[src/rtl/regfile_scan_display.sv]
// Register-file exerciser: writes preset patterns on a write-strobe edge and shows any byte
// of any register on the LEDs, either picked by hand or stepped through by an auto-scan.
module regfile_scan_display #(
  parameter int unsigned DATA_W   = 32,
  parameter int unsigned ADDR_W   = 5,
  parameter int unsigned BSEL_W   = 2,
  parameter int unsigned SCAN_DIV = 25000000,
  parameter int unsigned LED_W    = 8
) (
  input  logic              Clk,
  input  logic              Reset,
  input  logic [ADDR_W-1:0] Addr,
  input  logic              Write_Reg,
  input  logic [1:0]        C1,
  input  logic              C2,
  input  logic [BSEL_W-1:0] Byte_Sel,
  input  logic              Mode,
  output logic [LED_W-1:0]  LED,
  output logic              Busy,
  output logic [ADDR_W-1:0] Cur_Addr
);

  localparam int unsigned NBYTES = DATA_W / 8;
  localparam int unsigned DEPTH  = 2 ** ADDR_W;
  localparam int unsigned CNT_W  = $clog2(SCAN_DIV);

  typedef enum logic [1:0] {StManual, StScan, StWrite} state_e;

  state_e                        state;
  logic                          wr_q;
  logic [CNT_W-1:0]              scan_cnt;
  logic [ADDR_W-1:0]             scan_addr;
  logic [BSEL_W-1:0]             scan_byte;
  logic [DEPTH-1:0][DATA_W-1:0]  mem;

  logic              wr_edge;
  logic [ADDR_W-1:0] addr_a;
  logic [DATA_W-1:0] rd_a;
  logic [DATA_W-1:0] rd_b;
  logic [DATA_W-1:0] disp_word;
  logic [BSEL_W-1:0] disp_idx;
  logic [7:0]        disp_byte;
  logic [31:0]       pattern;
  logic [DATA_W-1:0] wr_data;
  logic              cnt_last;
  logic              byte_last;

  assign wr_edge = Write_Reg & ~wr_q;
  assign addr_a  = (state == StScan) ? scan_addr : Addr;

  // Register 0 is hard-wired to zero on both read ports.
  assign rd_a = (addr_a == '0) ? '0 : mem[addr_a];
  assign rd_b = (Addr == '0) ? '0 : mem[Addr];

  assign disp_word = (state == StScan) ? rd_a : (C2 ? rd_b : rd_a);
  assign disp_idx  = (state == StScan) ? scan_byte : Byte_Sel;

  // Byte indices past the top of the word fall through to zero.
  always_comb begin
    disp_byte = 8'h00;
    for (int i = 0; i < NBYTES; i++) begin
      if (disp_idx == BSEL_W'(i)) disp_byte = disp_word[8*i +: 8];
    end
  end

  always_comb begin
    pattern = 32'h0000_0000;
    case (C1)
      2'b00:   pattern = 32'h0000_0003;
      2'b01:   pattern = 32'h0000_0607;
      2'b11:   pattern = 32'h1111_1234;
      default: pattern = 32'h0000_0000;
    endcase
    wr_data = (C1 == 2'b10) ? '1 : DATA_W'(pattern);
  end

  assign cnt_last  = (scan_cnt == CNT_W'(SCAN_DIV - 1));
  assign byte_last = (scan_byte == BSEL_W'(NBYTES - 1));

  always_ff @(posedge Clk or negedge Reset) begin
    if (!Reset) begin
      state     <= StManual;
      wr_q      <= 1'b1;
      scan_cnt  <= '0;
      scan_addr <= '0;
      scan_byte <= '0;
      mem       <= '0;
      LED       <= '0;
      Busy      <= 1'b0;
      Cur_Addr  <= '0;
    end else begin
      wr_q <= Write_Reg;
      Busy <= 1'b0;
      case (state)
        StManual: begin
          if (wr_edge) begin
            state <= StWrite;
            Busy  <= 1'b1;
          end else if (Mode) begin
            state     <= StScan;
            scan_cnt  <= '0;
            scan_addr <= '0;
            scan_byte <= '0;
          end
        end
        StScan: begin
          if (wr_edge) begin
            state <= StWrite;
            Busy  <= 1'b1;
          end else if (!Mode) begin
            state <= StManual;
          end else if (cnt_last) begin
            scan_cnt <= '0;
            if (byte_last) begin
              scan_byte <= '0;
              scan_addr <= scan_addr + 1'b1;
            end else begin
              scan_byte <= scan_byte + 1'b1;
            end
          end else begin
            scan_cnt <= scan_cnt + 1'b1;
          end
        end
        StWrite: begin
          if (Addr != '0) mem[Addr] <= wr_data;
          state <= Mode ? StScan : StManual;
        end
        default: state <= StManual;
      endcase
      // Display freezes for the single write cycle.
      if (state != StWrite) begin
        LED      <= LED_W'(disp_byte);
        Cur_Addr <= addr_a;
      end
    end
  end

endmodule

[config.mk]
export PLATFORM = sky130hd
export DESIGN_NAME = regfile_scan_display
export DESIGN_NICKNAME = d
export VERILOG_FILES = /design/src/rtl/regfile_scan_display.sv
export SDC_FILE = /design/constraint.sdc
export NUM_CORES = 1
export LEC_CHECK = 0
export CAP_MARGIN = 20
export CORE_ASPECT_RATIO = 1.2
export CORE_MARGIN = 2
export CORE_UTILIZATION = 55
export DETAILED_ROUTE_END_ITERATION = 16
export PLACE_DENSITY = 0.72
export SYNTH_ARGS = -nofsm -noshare
export SYNTH_HDL_FRONTEND = slang
export SYNTH_SLANG_ARGS = --single-unit
[constraint.sdc]
create_clock -name Clk -period 4.6 [get_ports Clk]
set_input_delay 0.92 -clock Clk [delete_from_list [all_inputs] [get_ports Clk]]
set_output_delay 0.92 -clock Clk [all_outputs]
set_load 0.02 [all_outputs]
### After elaboration in Yosys (flattened, before gate mapping)

Cells that the tools add are included.

* add/sub/neg operators: 3
* $lt $le $gt $ge: 3
* eq/ne operators: 19
* multiplexer cells: 47
* bitwise logic cells: 2
* reductions and logical operators: 14

Operators with widths (number)
* 1024-bit bitwise mux: 1
* 32-bit binary-select mux with 5-bit select: 2
* 32-bit two-way mux: 8
* 32-bit demux with 5-bit select: 1
* 25-bit two-way mux: 5
* 29-bit case mux with 3 select lines: 1
* 25-bit case mux with 2 select lines: 1
* 5-bit two-way mux: 7
* 8-bit two-way mux: 4
* 25-bit by 1-bit adder with 25-bit output, second input constant: 1
* 25-bit == test, second input constant: 1
* 2-bit two-way mux: 11
* 2-bit inequality test, second input constant: 7
* 2-bit == test, second input constant: 6
* 5-bit by 6-bit < comparator with 1-bit output, second input constant: 2
* 5-bit zero test: 2
* 5-bit case mux with 2 select lines: 1
* 7-bit AND reduction: 1
* 2-bit by 1-bit == test with 1-bit output, second input constant: 3
* 2-bit zero test: 3
* 3-bit inequality test, second input constant: 2
* 2-bit case mux with 3 select lines: 1
* 6-bit AND reduction: 1
* 5-bit by 1-bit adder with 5-bit output, second input constant: 1
* 12 further kinds: 15

* bits in registers: 1073
* output and inout port bits: 14
* word-level logic and storage cells: 128

### Logic depth before layout (Yosys ltp)

* depth after elaboration: 11
* depth in mapped cells: 13
* depth with buffers taken out: 9

### Worst setup path before layout

No wires, ideal clock.

* kind: input-to-reg
* start point: input Addr[1]
* end point: register LED[4]
* setup time: 0.137 ns
* arrival: 2.714 ns
* path slack: 1.749 ns
* cell stages on the path: 8
* cells stage by stage: buf_1 -> buf_1 -> mux4_2 -> a22oi_1 -> nand2_1 -> o31a_1 -> a21oi_1 -> a21oi_1

* longest elaborated chain between the ends: 10

RTL lines
* start: declaration: RTL line 12 `input logic [ADDR_W-1:0] Addr,`
* 5-bit two-way mux: RTL line 49 `assign addr_a = (state == StScan) ? scan_addr : Addr;`
* 32-bit binary-select mux with 5-bit select: RTL line 52 `assign rd_a = (addr_a == '0) ? '0 : mem[addr_a];`
* 32-bit two-way mux (implied by the code): RTL line 52
* 32-bit two-way mux: RTL line 52
* 32-bit two-way mux: RTL line 55 `assign disp_word = (state == StScan) ? rd_a : (C2 ? rd_b : rd_a);`
* 32-bit two-way mux (*): RTL line 55
* 8-bit two-way mux (3 in a row): RTL line 62 `if (disp_idx == BSEL_W'(i)) disp_byte = disp_word[8*i +: 8];`
* 8-bit two-way mux (*): RTL line 62
* end signal: assignment: RTL line 132 `LED <= LED_W'(disp_byte);`
* end: declaration: RTL line 18 `output logic [LED_W-1:0] LED,`

Mark *: on every way between the ends. The rest lies on a longest branch, timed or not. The select of a mux whose other input is x is not followed.
A chain may end at the register's enable or synchronous reset.

### Final worst setup path

* start point: register state[1]
* end point: register LED[0]

* longest elaborated chain between the ends: 11

RTL lines
* start: declaration: RTL line 29 `state_e state;`
* start signal: assignment: RTL line 82 `state <= StManual;`
* start signal: assignment: RTL line 97 `state <= StWrite;`
* start signal: assignment: RTL line 100 `state <= StScan;`
* 2-bit by 1-bit == test with 1-bit output: RTL line 49, 55, 56
* 5-bit two-way mux: RTL line 49
* 32-bit binary-select mux with 5-bit select: RTL line 52
* 32-bit two-way mux (implied by the code): RTL line 52
* 32-bit two-way mux: RTL line 52
* 32-bit two-way mux (2 in a row): RTL line 55
* 8-bit two-way mux (4 in a row): RTL line 62

Several ways; a longest one is shown, not always the timed one. The select of a mux whose other input is x is not followed.

==> metrics.yaml <==
flow_run:
  max_cap_violations: 0
placement:
  gp_congestion: 1.036
  place_ws_ps: 786.9
  portBuffers: 27
  placed_cells_incl_taps: 1419
  dpl.hpwl_um: 24930
setup_path:
  critical_path_arrival_ps: 3880
  r2r-start: "state[1]"
  worstPathRequired_ps: 5030
  worstSetupPathType: "flip-flop to flip-flop"
  critical_path.startpoint: "state[1]"
  crit_path_max_fanout: 33
  critPathLaunchType: "flip-flop"
  endpoint_kind: "flip-flop"
logic_synthesis:
  async_flop_share: 1.000
  synth_seq_cells: 207
  ys_top_cells_by_count: "dfrtp_1 (206), nor2_1 (157), nand2_1 (121), a21oi_1 (107), mux2_2 (77)"
  ys_top_cells_by_area: "dfrtp_1 (44%), mux2_2 (7.4%), mux4_2 (7.0%)"
  yosysWarningCount: 0
  yosysTopAreaCell: "dfrtp_1"
  ys.flop_type: "dfrtp_1"
  netlist_area_um2: 11660
  yosysMostFrequentCell: "dfrtp_1"
  syn_inst: 1171
  synth.distinct_cells: 80
  synthesis.nets: 1192
  synth-seq-area-share: 0.4442
  avgSynthCellArea_um2: 9.960
  synth_edf_count: 0
  synth_top_area_frac: 0.4420
global_routing:
  overflow: 0
  first_global_vias: 9328
  global_route.usage.met3: 0.06114
  grt_use_total: 0.3260
  met2_usage: 0.5090
  grt_pass1_wl_um: 55170
  grt_max_degree: 114
  top_usage_layer: "met2"
  antenna_found_initial: 0
  grtUsageMet1: 0.4474
timing:
  period_minus_slack_ps: 3449
  clock_skew_ps: 17.03
  fin_crit_sh: 0.7497
  setup_tns_ps: 0
  fmax_mhz: 290.0
  worst_pin_slew_ps: 939.5
  hold_ws_ps: 410.5
  setup_viol: 0
  max_slew_margin: 0.3558
  final-max-slew-violation-count: 0
  grt_setup_unrepaired: "no"
  setup_slack_ps: 1151
  hold_viol_final: 0
min_path:
  hp-class: "flip-flop to flip-flop"
  worstHoldStart: "mem[28]"
outcome:
  status: "completed"
die:
  die_width_um: 136.9
  rows: 58
  initial_utilization: 0.5581
  ios: 28
  dieArea_um2: 22390
  core_region_area_um2: 20900
  die_h_um: 163.5
power_and_ir_drop:
  p_leak_uw: 0.005491
  powerDensity_nw_per_um2: 372.7
  ir_worst_vdd_v: 0.0003239
clock_tree:
  clock-sinks: 207
  cts_resized: 0
  post_cts_buffers: 0
  clockBufferDepth: 3
  hold_buffers: 0
  numCtsBuffers: 22
  clkTransAtPathRegs_ps: 70
  h-tree-depth: 1
  cts_root_buf: "clkbuf_16"
  cts_tree: "yes"
  clock_latency_ps: 520
drt:
  routed_wl_um: 35540
  firstDrtPassIters: 5
  wire_per_inst_um: 24.38
  viasPerCell: 6.610
  drcViolationCount: 0
  final_antenna_net_count: 0
  drtIter0Drc: 960
  vias: 9638
layout:
  areaGrowthSynthToFinish_pct: 10.06
  fill_cells: 1737
  layout-drive-gt1-share: 0.1717
  final_util: 0.6142
  multiInputGateArea_um2: 5997
  num-nets-final: 1195
  regArea_um2: 5181
  num_antenna_cells: 0
  layoutNonFillerInstCount: 1458
-- critical path, stage by stage (launching register included) --
cell and delay [ps]:
dfrtp_1 600, nand2b_2 480, buf_4 380, a21oi_2 90, buf_4 280, or2_2 380
o22ai_1 200, nor4_1 120, o31ai_4 340, o22ai_1 140, a221oi_2 310
-- kinds of logic after synthesis --
| family | after synthesis | share of synthesized area |
|---|---|---|
| AND/OR/NAND/NOR | 409 | 0.1617 |
| AO/OA/AOI/OAI | 283 | 0.1537 |
| flip-flops | 207 | 0.4442 |
| multiplexers | 158 | 0.1843 |
| buffers and inverters | 98 | 0.04184 |
| XOR/XNOR | 9 | 0.006759 |
| adder cells (fa/ha/maj) | 7 | 0.007509 |
-- report_power, final --
part | leakage, µW | internal (µW) | switching, µW
clock | 0.000325 | 989 | 722
combinational | 0.00239 | 374 | 510
sequential | 0.00278 | 2010 | 182
-- state kept, by name (all words and copies together) (netlist names) --
name       count
state          2
mem          160
Busy           1
scan_addr      5
Cur_Addr       5
wr_q           1
scan_cnt      25
LED            6
scan_byte      2
-- layout make-up --
type | instances | area share
Clock inverter | 4 | 0.003704
Timing Repair Buffer | 63 | 0.04630
Multi-Input combinational cell | 866 | 0.4672
Sequential cell | 207 | 0.4036
Clock buffer | 34 | 0.04883
Inverter | 14 | 0.004094
Tap cell | 270 | 0.02632
-- placed cells by master, fill, tap and decap left out, types with 10 or more instances in the layout --
cell	n
dfrtp_1	206
nor2_1	156
nand2_1	121
a21oi_1	107
mux2_2	77
o21ai_0	60
mux2i_1	41
mux4_2	36
buf_4	33
clkdlybuf4s50_1	24
clkbuf_16	23
a211oi_1	20
nand3_1	19
nor3_1	18
nand2b_1	16
inv_1	13
and3_1	13
a31oi_1	13
or3_1	10
o221ai_1	10
clkbuf_1	10
-- path summary, 6_finish.rpt --
| kind | to | slack [ps] | cells past startpoint |
|---|---|---|---|
| max reg2reg | LED[0] | 1150 | 10 |
| max | LED[0] | 1150 | 10 |
| min in group asynchronous | scan_cnt[17] | 520 | 1 |
| min reg2reg | mem[28] | 410 | 0 |
| max in group asynchronous | mem[444] | 3190 | 2 |
| min | mem[28] | 410 | 0 |
-- layer usage --
metal / up-vias / wire length (µm)
met5: - / 0
met3: 101 / 2889
met4: 0 / 1607
li1: 4273 / -
met1: 4800 / 14380
met2: 464 / 16670
-- stage by stage --
stage / area [µm²] / total power (µW)
3_3_place_gp: 12140 / 3051
5_1_grt: 12840 / 4973
6_report: 12840 / 4785
2_1_floorplan: 11660 / 2733
3_5_place_dp: 12140 / 3075
4_1_cts: 12810 / 4782
Note: power is estimated with default switching activity, not from simulation.
